<file path="config.mk">
export PLATFORM = sky130hd
export DESIGN_NAME = descriptor_reader
export DESIGN_NICKNAME = d
export VERILOG_FILES = /design/src/rtl/usb_desc_pkg.sv /design/src/rtl/descriptor_reader.sv
export SDC_FILE = /design/constraint.sdc
export NUM_CORES = 1
export LEC_CHECK = 0
export CAP_MARGIN = 40
export CELL_PAD_IN_SITES_DETAIL_PLACEMENT = 0
export CELL_PAD_IN_SITES_GLOBAL_PLACEMENT = 1
export CORE_ASPECT_RATIO = 0.5
export CORE_UTILIZATION = 39
export CTS_CLUSTER_DIAMETER = 40
export DETAILED_ROUTE_END_ITERATION = 8
export MAX_ROUTING_LAYER = met4
export PLACE_DENSITY = 0.85
export SLEW_MARGIN = 5
export SYNTH_ARGS = -nofsm -noshare
export SYNTH_HDL_FRONTEND = slang
export SYNTH_SLANG_ARGS = --single-unit
</file>
<file path="constraint.sdc">
create_clock -name clk -period 6.78 [get_ports clk]
set_clock_uncertainty 0.2 [all_clocks]
set_input_delay 1.017 -clock clk [delete_from_list [all_inputs] [get_ports clk]]
set_output_delay 1.017 -clock clk [all_outputs]
set_load 0.03 [all_outputs]
</file>
<file path="src/rtl/usb_desc_pkg.sv">
// Shared descriptor-ROM definitions: reader FSM states, descriptor types and ROM layout.
package usb_desc_pkg;

  typedef enum logic [2:0] {
    IDLE,
    ADDR,
    DATA,
    HOLD,
    ZLP,
    WAIT_HS,
    DONE
  } state_t;

  localparam logic [7:0] DESC_TYPE_DEVICE        = 8'd1;
  localparam logic [7:0] DESC_TYPE_CONFIGURATION = 8'd2;

  localparam int DEVICE_DESC_BASE = 0;
  localparam int DEVICE_DESC_LEN  = 18;
  localparam int CONFIG_DESC_BASE = 18;
  localparam int CONFIG_DESC_LEN  = 16;

  localparam int DEFAULT_MAX_PKT = 8;

  function automatic logic [15:0] min16(input logic [15:0] a, input logic [15:0] b);
    return (a < b) ? a : b;
  endfunction

endpackage

</file>
<file path="src/rtl/descriptor_reader.sv">
// Streams a descriptor from a 1-cycle ROM in MAX_PKT chunks; 3 cycles/byte min (ADDR, DATA, HOLD).
// Byte held in HOLD until tx_ready; each packet waits for ack (advance) or retry (resend).
module descriptor_reader
  import usb_desc_pkg::*;
#(
  parameter int MAX_PKT = DEFAULT_MAX_PKT,
  parameter int ADDR_W  = 10
) (
  input  logic              clk,
  input  logic              rst_n,
  input  logic              req_valid,
  output logic              req_ready,
  input  logic [ADDR_W-1:0] req_base,
  input  logic [15:0]       req_desc_len,
  input  logic [15:0]       req_wlength,
  input  logic              abort,
  output logic [ADDR_W-1:0] rom_addr,
  input  logic [7:0]        rom_data,
  output logic              tx_valid,
  output logic [7:0]        tx_data,
  output logic              tx_last,
  output logic              tx_zlp,
  input  logic              tx_ready,
  input  logic              pkt_ack,
  input  logic              pkt_retry,
  output logic              busy,
  output logic              done
);

  state_t            state_q, state_d;
  logic [ADDR_W-1:0] base_q, base_d;
  logic [ADDR_W-1:0] rom_addr_q, rom_addr_d;
  logic [15:0]       total_q, total_d;
  logic [15:0]       offset_q, offset_d;
  logic [15:0]       pkt_start_q, pkt_start_d;
  logic              zlp_needed_q, zlp_needed_d;
  logic [7:0]        tx_data_q, tx_data_d;

  logic [15:0]       req_total, pkt_len, pkt_end;
  logic [ADDR_W-1:0] addr_cur;
  logic              byte_last, was_zlp;

  always_comb begin
    req_total = min16(req_desc_len, req_wlength);
    pkt_len   = min16(16'(MAX_PKT), total_q - pkt_start_q);
    pkt_end   = pkt_start_q + pkt_len;
    byte_last = (offset_q - pkt_start_q) == (pkt_len - 16'd1);
    // A packet starting at the end of the data can only be the ZLP.
    was_zlp   = (pkt_start_q == total_q);
    addr_cur  = base_q + offset_q[ADDR_W-1:0];
  end

  always_comb begin
    state_d      = state_q;
    base_d       = base_q;
    rom_addr_d   = rom_addr_q;
    total_d      = total_q;
    offset_d     = offset_q;
    pkt_start_d  = pkt_start_q;
    zlp_needed_d = zlp_needed_q;
    tx_data_d    = tx_data_q;
    case (state_q)
      IDLE: begin
        if (req_valid) begin
          base_d       = req_base;
          total_d      = req_total;
          zlp_needed_d = (req_total != 16'd0) && (req_total < req_wlength) &&
                         ((req_total % 16'(MAX_PKT)) == 16'd0);
          offset_d     = 16'd0;
          pkt_start_d  = 16'd0;
          state_d      = (req_total == 16'd0) ? DONE : ADDR;
        end
      end
      ADDR: begin
        rom_addr_d = addr_cur;
        state_d    = DATA;
      end
      DATA: begin
        tx_data_d = rom_data;
        state_d   = HOLD;
      end
      HOLD: begin
        if (tx_ready) begin
          if (byte_last) begin
            state_d = WAIT_HS;
          end else begin
            offset_d = offset_q + 16'd1;
            state_d  = ADDR;
          end
        end
      end
      ZLP: begin
        if (tx_ready) state_d = WAIT_HS;
      end
      WAIT_HS: begin
        if (pkt_ack) begin
          pkt_start_d = pkt_end;
          offset_d    = pkt_end;
          if (was_zlp)                 state_d = DONE;
          else if (pkt_end == total_q) state_d = zlp_needed_q ? ZLP : DONE;
          else                         state_d = ADDR;
        end else if (pkt_retry) begin
          offset_d = pkt_start_q;
          state_d  = was_zlp ? ZLP : ADDR;
        end
      end
      DONE:    state_d = IDLE;
      default: state_d = IDLE;
    endcase
    if (abort) begin
      state_d   = IDLE;
      tx_data_d = 8'd0;
    end
  end

  always_ff @(posedge clk) begin
    if (!rst_n) begin
      state_q      <= IDLE;
      base_q       <= '0;
      rom_addr_q   <= '0;
      total_q      <= 16'd0;
      offset_q     <= 16'd0;
      pkt_start_q  <= 16'd0;
      zlp_needed_q <= 1'b0;
      tx_data_q    <= 8'd0;
    end else begin
      state_q      <= state_d;
      base_q       <= base_d;
      rom_addr_q   <= rom_addr_d;
      total_q      <= total_d;
      offset_q     <= offset_d;
      pkt_start_q  <= pkt_start_d;
      zlp_needed_q <= zlp_needed_d;
      tx_data_q    <= tx_data_d;
    end
  end

  // Address is presented combinationally in ADDR so the ROM returns data during DATA.
  assign rom_addr  = (state_q == ADDR) ? addr_cur : rom_addr_q;
  assign req_ready = (state_q == IDLE);
  assign busy      = (state_q != IDLE);
  assign tx_valid  = (state_q == HOLD);
  assign tx_data   = tx_data_q;
  assign tx_last   = ((state_q == HOLD) && byte_last) || (state_q == ZLP);
  assign tx_zlp    = (state_q == ZLP);
  assign done      = (state_q == DONE);

endmodule

</file>
==> impl_metrics.toml <==
[synth]
yosysTopAreaCell = "dfxtp_1"
async_flop_share_pct = 0
synth-main-ff-cell = "dfxtp_1"
syn_inst = 1045
synth.area.top_cells = "dfxtp_1, ha_1, xnor2_1, a21oi_1, nor2_1"
synth-edff-count = 0
yosys_warnings = 0
ys_types = 76
ys_seq_elements = 80
avgSynthCellArea_sq_um = 7.66
synth.top_cell.area_share_pct = 20.0
ys_seq_area_share_pct = 20.0
mappedNetlistArea_sq_um = 8000

[routing]
viasPerCell = 5.75
avgRoutedWirePerCell_microns = 17.9
routed_wl_microns = 25300
drtPass1Iterations = 7
drt-initial-drc-count = 631
ant_nets = 0
routed-via-count = 8150
drc = 0

[clock_tree]
cts_buffer_depth = 2
cts_tree = "yes"
numCtsBuffers = 9
cts.sinks = 80
root_buffer = "clkbuf_16"
htree_levels = 3
cts.clk_slew.worst_paths_ps = 60
clk_latency_ps = 340

[final_layout]
final_common_cell = "nor2_1"
final_net_count = 1293
fin_area_sq_um = 9980
drive_above_1_share_pct = 11.8
layout_common_cells = "nor2_1, nand2_1, clkdlybuf4s50_1"
post-route-util_pct = 50.5
diodes = 0
area_delta_synth_final_pct = 24.7
fill_cells = 1917

[grt]
grt_pass1_wl_microns = 39500
grt_util_all_layers_pct = 24.6
gr-total-overflow = 0
first_global_vias = 7543
antenna_found_initial = 0
grt_max_degree = 52

[floorplan]
die_width_microns = 205
row_count = 36
core_region_area_sq_um = 19800
fp.dieH_microns = 103
ioPinCount = 81
die-area_sq_um = 21100
initial_core_util_pct = 40.5

[power]
power_mw = 1.72
p_leak_nw = 4.07
power-per-cell-area_nw_per_um2 = 173
ir_worst_vdd_mv = 0.122

[setup_path]
worstPathMaxFanout = 5
startpoint_type = "flop"
worstSetupPathType = "flop to output pin"
required_ps = 5560
end_kind = "output pin"
rrSetupSlack_ps = 520
critPathArrivalTime_ps = 5370

[sta]
slew_viol_final = 0
setup_violations = 0
min_period_ps = 6590
post-route-period-util_pct = 97.1
maxSlewHeadroom_pct = 38.2
hold_viol_final = 0
fmax_ghz = 0.152
worst_pin_slew_ps = 921

[placement]
dpl-instance-area_sq_um = 9210
hpwlAfterDp_microns = 19600
io_buffers = 80
routabilityCongestion = 0.911

[job]
drv_cap = 0

[status]
status = "completed"

[worst_hold_path]
hold_path_class = "flop to flop"
-- flip-flops by register name, indices dropped and copies added, names as in the netlist --
register / flops
total_q: 16
tx_data: 8
rom_addr_q: 10
base_q: 10
offset_q: 16
zlp_needed_q: 1
state_q: 3
pkt_start_q: 16
-- critical path, stage by stage (launching register included) --
cell       delay [ps]
dfxtp_2           390
ha_4              180
inv_2              50
fa_2              390
a21o_1            210
nand4_1           170
and2_4            210
xor2_2            160
o2111ai_2         140
nor4b_4           340
nand3_2           150
or2_4             290
ha_4              170
and4_1            140
o31a_1            120
or3_4             420
buf_6             150
xnor2_2           120
nand3_1           110
a211oi_2          300
a21oi_2            70
nor4b_4           330
nand3_2           180
nand2_2           100
buf_6             130
-- path summary, 6_finish.rpt --
| path | from | end | cells after the start |
|---|---|---|---|
| max | pkt_start_q[0] | tx_last | 24 |
| min | base_q[0] | base_q[0] | 2 |
| max reg2reg | pkt_start_q[0] | state_q[0] | 26 |
| min reg2reg | base_q[0] | base_q[0] | 2 |
-- layout make-up --
cell class	instances	area, sq um	share of cell area [%]
multi-input cells	856	6260	62.7
flip-flops and latches	80	1620	16.2
repair buffers	126	1170	11.7
well taps	266	333	3.33
inverters	74	280	2.81
clock buffers	11	243	2.43
clock inverters	4	77.6	0.777
-- stage by stage --
step,setup TNS (ps),hold WS [ps],setup WS [ps],std cells
after floorplan,0,241,52.1,1054
after global placement,0,247,129,1378
after detailed placement,0,254,28.3,1382
after CTS,0,262,1.77,1406
after global routing,-42.6,287,-42.6,1417
final,0,261,194,1417
-- synthesized netlist by cell type, types with 17 or more instances --
cell,number
inv_1,71
clkbuf_1,35
nand2_1,82
nand3_1,34
and2_1,17
a211oi_1,23
nor2_1,94
xor2_1,23
mux2i_1,32
nor3_1,27
nand4_1,19
dfxtp_1,80
a21o_1,22
a21oi_1,71
ha_1,85
o21ai_0,50
xnor2_1,52
-- kinds of logic after synthesis --
kind of cell / count (synthesis) / synth area share, %
simple gates: 351 / 22.1
compound gates: 293 / 24.5
buf+inv: 118 / 5.77
fa+ha+maj: 89 / 14.3
flops: 80 / 20.0
xor+xnor: 77 / 8.77
mux: 36 / 4.57
other cells: 1 / 0.0469
-- power breakdown --
group | total, mW | switching, mW | leakage (nW) | internal [mW]
combinational | 0.666 | 0.352 | 3.26 | 0.314
sequential | 0.518 | 0.0290 | 0.656 | 0.489
clock | 0.537 | 0.204 | 0.156 | 0.333
-- what timing repair did --
action                                  CTS  global route
hold endpoints to repair                  0             0
buffers inserted                          9            11
hold buffers                              0             0
pin swaps                                 5            22
resized for setup                        24            48
endpoints found under the setup margin    1             1
-- metal layers --
| metal | up-vias | part of all wire, % | GRT usage [%] |
|---|---|---|---|
| li1 | 4006 | - | - |
| met1 | 3855 | 49 | 33.5 |
| met2 | 251 | 43 | 38.1 |
| met3 | 38 | 6.3 | 4.14 |
| met4 | 0 | 1.6 | 5.45 |
| met5 | - | 0 | - |
(Power assumes the default switching activity.)
